[src/rtl/reduction_mux_pkg.sv]
// ----------------------------------------------------------------------------
// reduction_mux_pkg
// Shared helpers for the reduction-mux family of blocks.
//   clog2    : ceiling log2 usable in constant expressions
//   seg_of   : number of input words per output segment
//   sel_w_of : width of one per-output select field; one bit wider than
//              clog2(SEG) so that "out of range" select values exist and
//              can be used to force an output to zero
// ----------------------------------------------------------------------------
package reduction_mux_pkg;

    function automatic int clog2(input int n);
        int r;
        int v;
        r = 0;
        v = 1;
        while (v < n) begin
            v = v << 1;
            r = r + 1;
        end
        return r;
    endfunction

    function automatic int seg_of(input int num_in, input int num_out);
        return num_in / num_out;
    endfunction

    function automatic int sel_w_of(input int num_in, input int num_out);
        return clog2(seg_of(num_in, num_out)) + 1;
    endfunction

endpackage

[src/rtl/reduction_mux_skid.sv]
// ----------------------------------------------------------------------------
// reduction_mux_skid
// Two-entry FIFO output buffer with valid/ready on both sides.
//   clk, rst_n          : clock (rising edge), async active-low reset
//   in_valid/in_ready   : upstream handshake, in_data captured when both high
//   in_data  [WIDTH]    : word to store
//   out_valid/out_ready : downstream handshake, entry released when both high
//   out_data [WIDTH]    : oldest stored entry
//
// Handshake: a transfer happens on a rising edge where valid && ready. Once
// out_valid is high, out_valid/out_data hold until out_ready is seen high.
// in_ready depends only on the registered count, never on out_ready, so no
// combinational path runs from the downstream ready to the upstream ready.
// ----------------------------------------------------------------------------
module reduction_mux_skid #(
    parameter int WIDTH = 32
) (
    input  logic             clk,
    input  logic             rst_n,
    input  logic             in_valid,
    output logic             in_ready,
    input  logic [WIDTH-1:0] in_data,
    output logic             out_valid,
    input  logic             out_ready,
    output logic [WIDTH-1:0] out_data
);

    logic [1:0]       count;
    logic [WIDTH-1:0] entry0;   // oldest entry, drives out_data
    logic [WIDTH-1:0] entry1;   // second entry, valid only when count == 2
    logic             push;
    logic             pop;

    assign in_ready  = (count < 2'd2);
    assign out_valid = (count != 2'd0);
    assign out_data  = entry0;

    assign push = in_valid && in_ready;
    assign pop  = out_valid && out_ready;

    always_ff @(posedge clk or negedge rst_n) begin
        if (!rst_n) begin
            count  <= 2'd0;
            entry0 <= '0;
            entry1 <= '0;
        end else begin
            case ({push, pop})
                2'b11: begin
                    // Push and pop together is only possible at count == 1
                    // (count 2 blocks push, count 0 blocks pop): the new
                    // word replaces the departing head, count unchanged.
                    entry0 <= in_data;
                end
                2'b10: begin
                    if (count == 2'd0) begin
                        entry0 <= in_data;
                    end else begin
                        entry1 <= in_data;
                    end
                    count <= count + 2'd1;
                end
                2'b01: begin
                    entry0 <= entry1;
                    count  <= count - 2'd1;
                end
                default: begin
                end
            endcase
        end
    end

endmodule

[src/rtl/reduction_mux_pipe.sv]
// ----------------------------------------------------------------------------
// reduction_mux_pipe
// Segmented word selector with a one-cycle, two-entry buffered output.
// The NUM_IN input words are split into NUM_OUT segments of SEG words; output
// k picks word s of segment k, where s is config field k. Field values >= SEG
// force output k to zero.
//   clk, rst_n          : clock (rising edge), async active-low reset
//   i_cfg_load, i_sel   : load the config register (field k at k*SEL_W)
//   i_valid/o_ready     : input handshake for i_data (word j at j*W)
//   o_valid/i_ready     : output handshake for o_data (word k at k*W)
//   o_cfg               : current config register contents
//
// Handshake: transfers occur on a rising edge with valid && ready. The
// selection is evaluated from i_data and the config register value before the
// edge, so a config load on the same edge as a transfer affects only later
// transfers, and stored results never change with config.
// ----------------------------------------------------------------------------
module reduction_mux_pipe
    import reduction_mux_pkg::*;
#(
    parameter  int W       = 32,
    parameter  int NUM_IN  = 8,
    parameter  int NUM_OUT = 2,
    localparam int SEG     = seg_of(NUM_IN, NUM_OUT),
    localparam int SEL_W   = sel_w_of(NUM_IN, NUM_OUT)
) (
    input  logic                     clk,
    input  logic                     rst_n,
    input  logic                     i_cfg_load,
    input  logic [NUM_OUT*SEL_W-1:0] i_sel,
    input  logic                     i_valid,
    output logic                     o_ready,
    input  logic [NUM_IN*W-1:0]      i_data,
    output logic                     o_valid,
    input  logic                     i_ready,
    output logic [NUM_OUT*W-1:0]     o_data,
    output logic [NUM_OUT*SEL_W-1:0] o_cfg
);

    logic [NUM_OUT*SEL_W-1:0] cfg_q;
    logic [NUM_OUT*W-1:0]     sel_data;

    always_ff @(posedge clk or negedge rst_n) begin
        if (!rst_n) begin
            cfg_q <= '0;
        end else if (i_cfg_load) begin
            cfg_q <= i_sel;
        end
    end

    assign o_cfg = cfg_q;

    // Compare the field against every legal in-segment index instead of
    // indexing with it directly: an out-of-range field matches nothing and
    // leaves the zero default, and no read ever leaves segment k.
    always_comb begin
        sel_data = '0;
        for (int k = 0; k < NUM_OUT; k++) begin
            for (int s = 0; s < SEG; s++) begin
                if (cfg_q[k*SEL_W +: SEL_W] == SEL_W'(s)) begin
                    sel_data[k*W +: W] = i_data[(k*SEG + s)*W +: W];
                end
            end
        end
    end

    reduction_mux_skid #(
        .WIDTH (NUM_OUT*W)
    ) u_skid (
        .clk       (clk),
        .rst_n     (rst_n),
        .in_valid  (i_valid),
        .in_ready  (o_ready),
        .in_data   (sel_data),
        .out_valid (o_valid),
        .out_ready (i_ready),
        .out_data  (o_data)
    );

endmodule

[config.mk]
export PLATFORM = sky130hd
export DESIGN_NAME = reduction_mux_pipe
export DESIGN_NICKNAME = d
export VERILOG_FILES = /design/src/rtl/reduction_mux_pkg.sv /design/src/rtl/reduction_mux_skid.sv /design/src/rtl/reduction_mux_pipe.sv
export SDC_FILE = /design/constraint.sdc
export NUM_CORES = 1
export LEC_CHECK = 0
export ABC_CLOCK_PERIOD_IN_PS = 3340
export BUFFER_PORTS_ARGS = -buffer_cell sky130_fd_sc_hd__buf_2
export CORE_ASPECT_RATIO = 2
export CORE_MARGIN = 4
export CORE_UTILIZATION = 49
export DETAILED_ROUTE_END_ITERATION = 10
export PLACE_DENSITY = 0.82
export SLEW_MARGIN = 20
export SYNTH_ARGS = -nofsm -noshare
export SYNTH_HDL_FRONTEND = slang
export SYNTH_SLANG_ARGS = --single-unit
[constraint.sdc]
create_clock -name clk -period 3.34 [get_ports clk]
set_clock_uncertainty 0.2 [all_clocks]
set_input_delay 0.668 -clock clk [delete_from_list [all_inputs] [get_ports clk]]
set_output_delay 0.668 -clock clk [all_outputs]
set_load 0.005 [all_outputs]
==> results of run 1 <==
## worst reg2reg max path, delay by kind of cell, from the launching register on
family | cells | cell delay [ps]
compound gates | 3 | 1000
buf+inv | 3 | 800
flops | 1 | 480
fa+ha+maj | 1 | 210
## registers in the layout (all words and copies together), names as in the netlist
| name | flops |
|---|---|
| u_skid.out_data | 64 |
| o_cfg | 6 |
| u_skid.count | 2 |
| u_skid.entry1 | 64 |
## power groups by stage
stage	logic, W	clock network [W]	registers, W
2_1_floorplan	0.00194	0	0.00261
3_3_place_gp	0.00291	0	0.00265
3_5_place_dp	0.00300	0	0.00268
4_1_cts	0.00300	0.00204	0.00265
5_1_grt	0.00332	0.00212	0.00273
6_report	0.00300	0.00201	0.00265
## layout make-up
| class | count | area, µm² | area share, % |
|---|---|---|---|
| repair buffers | 356 | 1930 | 18.2 |
| inverters | 4 | 15.0 | 0.142 |
| well taps | 204 | 255 | 2.41 |
| flip-flops and latches | 136 | 3410 | 32.1 |
| multi-input cells | 582 | 4360 | 41.2 |
| clock inverters | 14 | 198 | 1.87 |
| clock buffers | 18 | 429 | 4.05 |
## stage by stage
stage	setup slack [ps]	total power [W]	cells	hold WS [ps]
after floorplan	424	0.00455	812	172
after global placement	597	0.00556	1281	262
after detailed placement	524	0.00567	1281	271
after CTS	507	0.00769	1313	72.4
after global routing	360	0.00817	1314	101
final	543	0.00766	1314	48.2
## synthesized netlist by cell type, drive strengths merged (4+ instances only)
library cell and number:
a221oi 44, a22o 20, a22oi 44, a2bb2oi 20
buf 31, clkbuf 59, dfrtp 136, inv 4
mux2 94, mux2i 40, nand2 65, nand3 44
nor2 47, o21ai 66, o221ai 20, o22a 20
o31ai 44
## how the worst min path moves through the flow
stage,start,end,slack (ps)
2_1_floorplan,rst_n,o_cfg[0],170
3_3_place_gp,u_skid.entry1[49],u_skid.entry1[49],260
3_5_place_dp,u_skid.entry1[37],u_skid.entry1[37],270
4_1_cts,rst_n,u_skid.out_data[7],70
5_1_grt,rst_n,u_skid.out_data[7],100
6_report,rst_n,u_skid.out_data[5],50
## layer usage
metal | track usage, % | vias to the layer above | share of wire, %
met1 | 30.3 | 3843 | 37
met2 | 46.3 | 303 | 54
li1 | - | 3675 | -
met5 | 0 | - | 0
met3 | 4.98 | 51 | 6.6
met4 | 10.9 | 0 | 3.3
## kinds of logic (layout without fill, tap and decap cells)
kind of cell | after synthesis | count (layout) | synth area share [%]
AO/OA/AOI/OAI | 278 | 278 | 25.9
adder cells (fa/ha/maj) | 2 | 2 | 0.307
multiplexers | 134 | 134 | 17.9
AND/OR/NAND/NOR | 165 | 165 | 8.58
flip-flops | 136 | 136 | 41.8
XOR/XNOR | 3 | 3 | 0.322
buffers and inverters | 94 | 392 | 5.20
## cell usage in the layout, fill, tap and decap left out, types with 4 or more instances in the layout
cell type and n:
buf_12 6, nand3_1 44, a2bb2oi_1 20, a22o_1 20
o31ai_2 7, mux2_2 94, a221oi_1 44, mux2i_1 40
dfrtp_1 134, bufinv_16 4, o221ai_1 20, a22oi_1 44
o22a_1 20, nor2_1 46, buf_4 11, o31ai_1 37
buf_2 337, clkinvlp_4 5, o21ai_0 64, clkbuf_16 17
nand2_1 65
==> results, run 1 <==
- The die covers 18,900 µm².
- The reg2reg setup slack is 540 ps.
- The violation count after the first detailed-routing iteration is 354.
- The share of power burned in the clock network is 26.2%.
- The power per cell area is 723 nW/µm².
- The highest-delay cell along the critical path is o21ai_4.
- The total of cells resized after clock tree synthesis is 0.
- The endpoint required time on the critical path is 3440 ps.
- The cell area after placement is 9940 µm².
- The final clock period utilization by the worst path is 83.8%.
- After synthesis, the share of flip-flops with an asynchronous set or reset is 100%.
- The synthesized net count is 1,081.
- Setup total negative slack on the finished layout was measured at 0 ps.
- At the end of the flow, the number of nets in the layout was 1,366.
- The kind of path behind the tightest hold check is in -> async.
- The proportion of power drawn by combinational gates is 39.1%.
- TritonCTS built the clock tree.
- The final-report hold violation count is 0.
- The number of global-route vias before repair is 7,939.
- Together, buffers and inverters on the worst path number 3.
- Setup repair after global routing left no endpoint under its margin.
- Across every metal layer, demand over resource in global routing totals 26.1%.
- STA classifies the critical path endpoint as a flop.
- Measured against its own limit, the worst slew margin works out to 50.3%.
- By area the synthesized netlist is led by dfrtp_1 (42%), mux2_2 (13%), mux2i_1 (4.9%), a221oi_1 (4.7%), a22oi_1 (4.1%).
- The final standard cell utilization of the core is 65.1%.
- The number of slew-limit violations in the final report is 0.
- The start point of the critical path is u_skid.count[0].
- After clock tree synthesis, the setup repair step added 0 buffers.
- The HPWL after detailed placement is 18.2 mm.
- In this run the remaining antenna-violating nets after routing total 0.
- The area added between synthesis and finish is 30.0%.
- The number of antenna violations at the first check in global routing is 0.
- The final weighted congestion of routability-driven global placement is 0.840.
- The largest net degree at the start of global routing is 71.
- The effective utilization at floorplan is 50.1%.
- In this run, synthesis produced a sequential element count of 136.
- Sequential cells account for 34.6% of the total power.
- The minimum clock period after layout is 2800 ps.
- The category of the worst setup path launch point is a flop.
- The library cell used as clock root buffer is clkbuf_16.
- In this run the worst setup path terminates at u_skid.out_data[7].
- The routed layout has 7,872 vias.
- Synthesis produced 812 cells.
- In this run the worst path has a maximum fanout of 43.
- The arrival time reported for the critical path endpoint is 2900 ps.
- The die span in y is 190 µm.
- In this run the biggest area consumer among cell types represents 41.8% of the synthesized area.
- The internal portion of total power is 0.00489 W.
- The CTS buffer count is 17.
- The count of max-cap constraint violations is 0.
- The fraction of layout cells with a size suffix above 1 is 45.1%.
- The insertion delay to the later sink of the worst-skew pair is 410 ps.
- The maximum frequency from static timing analysis is 0.357 GHz.
- The main flop type after synthesis is dfrtp_1.
- With fillers left out, the area of the finished cells amounts to 10,600 µm².
- Counting flops with a built-in enable in the synthesized netlist gives 0.
- The combined area of all synthesized cells is 8150 µm².
- Measured in cells, the most critical reg-to-reg path has a length of 7.
- For this run, design rule violations remaining after detail routing come to 0.
- The library cell occupying the most area in the post-synthesis netlist is dfrtp_1.
- The switching part of the total is 36.1%.
- The count of different cell masters after synthesis is 29.
- The transition time at the pin with the least slew margin is 745 ps.
- The net switching power of the design is 0.00277 W.
- The repair_antennas step left the layout with diodes totalling 0.
- The floorplan has 66 rows.
- The buffer levels on the longest clock path is 2.
- The peak per-stage delay on the critical path is 610 ps.
- The die is 99.2 µm wide.
- The worst register-to-register path ends at u_skid.out_data[7].
- During synthesis, Yosys emitted a total of 0 warnings.
- The worst setup path is of the reg -> reg kind.
- The startpoint identified for the worst register-to-register timing path is u_skid.count[0].
- The critical path crosses 7 cells after its start point.
- The number of iterations in the first detailed-routing pass is 5.
- In this run the standard cell core region covers 16,300 µm².
- The clock transition at the register clock pins on the worst setup and hold paths after CTS is 60 ps.
- After synthesis, the mean cell area works out to 10.0 µm².
- The via-per-instance ratio is 5.99.
- The critical path goes through o21ai_4 > inv_1 > ha_2 > inv_2 > buf_12 > o221ai_1 > a22o_1.
- In this run the count of I/O pins placed on the die edge is 339.
- The first global-routing pass estimated 39.7 mm of wire.
- Setup violations remaining at the end of the flow were counted as 0.
- The TritonCTS sink count is 136.
- The wire length per cell after detailed routing is 19.1 µm.
- For this design the static power due to leakage is 5.04 nW.
- In this run, post-CTS hold repair placed 0 buffers.
- The total global routing overflow is 0.
- The layout has 1,368 filler cells.
- The clock tree synthesis step divided the H-tree into 4 levels.
- The flow ran to the end, and the final reports show no timing, DRC or antenna violations.
- The share of the Yosys chip area taken by registers is 41.8%.
- The total routed wirelength is 25.1 mm.
- Across the VDD grid, the largest voltage drop is 0.000381 V.
- The number of port buffers is 338.
- The kind of cell adding the most delay to the critical path is compound AO/OA/AOI/OAI gates.
Note: power is estimated with default switching activity, not from simulation.
==> run 2, diff against run 1 <==
- ABC_CLOCK_PERIOD_IN_PS: 3340 -> 2350
- CORE_UTILIZATION: 49 -> 44
- PLACE_DENSITY: 0.82 -> 0.78
- clock period: 3.34 -> 2.35 ns (I/O delays scaled with it)
==> run 2 against run 1 <==
Net effect: hold slack improved by 51 ps; setup slack got worse by 370 ps; wire length decreased by 1.5%; total power increased by 39%; combinational power increased by 44%; via count decreased by 2.0%; sequential share of layout area decreased by 0.15 points; critical endpoint is now u_skid.out_data[35].
==> results, run 2 (synthesis results as in run 1) <==
- The post-CTS repair timing setup buffer count is 0 (unchanged).
- The fraction of layout cells with a size suffix above 1 is 45.3% (+0.16 points).
- The internal portion of total power is 0.00671 W (+37%).
- The total routed wirelength was 24.7 mm (-1.5%).
- The sequential fraction of design power was 35.2% (+0.6 points).
- The largest net degree at the start of global routing was 71 (unchanged).
- TritonCTS built the clock tree.
- The leakage component of the power is 5.06 nW (+0.32%).
- The wire length per cell after detailed routing is 18.6 µm (-2.8%).
- The post-route worst setup slack is 171 ps (-371 ps).
- The total die area was 20,900 µm² (+11%).
- The most common library cell in the layout ignoring fill and taps is buf_2.
- The area added between synthesis and finish is 30.6%.
- The worst vdd rail ir drop is 0.000468 V (+23%).
- The kind of cell adding the most delay to the critical path is buffers and inverters.
- The maximum frequency from static timing analysis came to 0.459 GHz (+28%).
- The kind of path behind the tightest hold check is in -> reg.
- The overall track demand over capacity in global routing is 23.2% (-2.9 points).
- The worst setup slack before clock tree synthesis is 219 ps (-305 ps).
- The proportion of power drawn by combinational gates was 40.8% (+1.7 points).
- The transition time at the pin with the least slew margin is 712 ps (-33.1 ps).
- The minimum clock period after layout is 2180 ps (-619 ps).
- The violation count after the first detailed-routing iteration is 304 (-14%).
- The final-report hold violation count came to 0 (unchanged).
- The net switching power of the design is 0.00390 W (+41%).
- The number of global-route vias before repair came to 8,021 (+1.0%).
- The via total after detailed routing was 7,716 (-2.0%).
- The worst slew slack as a fraction of its limit was 52.5% (+2.2 points).
- The fill cell instance count of the final layout is 1,630 (+19%).
- The placeable core area was 18,200 µm² (+12%).
- The final clock period utilization by the worst path is 92.7% (+9.0 points).
- The endpoint required time on the critical path is 2420 ps (-1020 ps).
- The clock transition at the register clock pins on the worst setup and hold paths after CTS was 60 ps (about the same).
- The peak per-stage delay on the critical path is 480 ps (-130 ps).
- The final standard cell utilization of the core came to 58.4% (-6.7 points).
- The category of the worst setup path launch point is a flop.
- The buffer levels on the longest clock path is 2 (unchanged).
- The number of H-tree levels came to 4 (unchanged).
- The final antenna-violating net count came to 0 (unchanged).
- The count of buffer and inverter cells on the critical path is 2 (-1).
- The remaining routing DRC violations is 0 (unchanged).
- The final weighted congestion of routability-driven global placement is 0.821 (-2.3%).
- The power per cell area is 997 nW/µm² (+38%).
- The share of power burned in the clock network is 24.1% (-2.1 points).
- The worst setup path is captured at a flop.
- The number of slew-limit violations in the final report is 0 (unchanged).
- The number of port buffers is 338 (unchanged).
- The TritonCTS sink count is 136 (unchanged).
- The total global routing overflow is 0 (unchanged).
- Setup repair after global routing left no endpoint under its margin.
- The insertion delay to the later sink of the worst-skew pair was 400 ps (about the same).
- The setup-violating endpoint count in the final report is 0 (unchanged).
- The number of antenna violations at the first check in global routing is 1 (+1).
- The tree is rooted in a clkbuf_16.
- The highest-delay cell along the critical path is dfrtp_1.
- The run finished with clean final reports.
- The die span in y came to 200 µm (+5.3%).
- The overall power consumption is 0.0106 W (+39%).
- The HPWL after detailed placement was 18.0 mm (-1.1%).
- The number of top-level pins is 339 (unchanged).
- The number of hold buffers added after CTS is 1 (+1).
- The die width is 104 µm (+5.1%).
- The switching part of the total is 36.8% (+0.64 points).
- The largest fanout of any net on the critical path came to 55 (+28%).
- The critical setup path kind is reg -> reg.
- The wire length of the first global-routing pass came to 39.9 mm (+0.35%).
- The effective utilization at floorplan is 44.7% (-5.4 points).
- Walking the worst path, the cells encountered are o21ai_4 > buf_4 > and2_2 > buf_12 > o31ai_1.
- The number of placement rows is 70 (+6.1%).
- In the layout the commonest cells are buf_2 (337), dfrtp_1 (134), mux2_2 (94).
- The sum of negative setup slack came to 0 ps (unchanged).
- The number of iterations in the first detailed-routing pass is 5 (unchanged).
- The arrival time reported for the critical path endpoint is 2250 ps (-650 ps).
- The total of cells resized after clock tree synthesis is 0 (unchanged).
- The via-per-instance ratio is 5.79 (-3.3%).
- The CTS buffer count is 17 (unchanged).
- The number of nets in the layout is 1,371 (+0.37%).
- The count of max-cap constraint violations came to 0 (unchanged).
## run 2: cell type report
cell class / instances / area [µm²] / area share [%]
Inverter: 4 / 15.0 / 0.141
Antenna cell: 1 / 2.50 / 0.0235
Tap cell: 216 / 270 / 2.54
Clock inverter: 13 / 121 / 1.14
Clock buffer: 19 / 443 / 4.16
Sequential cell: 136 / 3410 / 32.0
Multi-Input combinational cell: 582 / 4360 / 41.0
Timing Repair Buffer: 361 / 2020 / 19.0
## run 2: power groups by stage
stage               clock [W]  combinational (W)  sequential [W]
finish                0.00255            0.00433         0.00373
global route          0.00269            0.00480         0.00385
CTS                   0.00260            0.00438         0.00373
detailed placement          0            0.00437         0.00377
global placement            0            0.00424         0.00373
floorplan                   0            0.00279         0.00371
## run 2: routing by layer
metal | vias to the layer above | part of all wire [%] | GRT usage (%)
met2 | 297 | 52 | 41.1
met1 | 3681 | 39 | 27.2
met5 | - | 0 | 0
met3 | 53 | 5.6 | 4.09
met4 | 0 | 3.9 | 10.3
li1 | 3685 | - | -
## run 2: through the flow
| step | cell area [µm²] | instances | hold slack [ps] |
|---|---|---|---|
| after floorplan | 8170 | 812 | -25.6 |
| after global placement | 10100 | 1298 | 223 |
| after detailed placement | 10100 | 1298 | 225 |
| after CTS | 10600 | 1331 | 82.9 |
| after global routing | 10600 | 1332 | 87.8 |
| final | 10600 | 1332 | 99.5 |
## run 2: worst paths after layout
check | startpoint | endpoint | slack [ps] | cells after the start
worst max-delay path | u_skid.count[0] | u_skid.out_data[35] | 170 | 5
worst min-delay path | i_sel[0] | o_cfg[0] | 100 | 2
worst max register to register | u_skid.count[0] | u_skid.out_data[35] | 170 | 5
worst min register to register | u_skid.entry1[55] | u_skid.entry1[55] | 280 | 2
max in group asynchronous | rst_n | o_cfg[4] | 950 | 3
min in group asynchronous | rst_n | u_skid.out_data[29] | 360 | 2
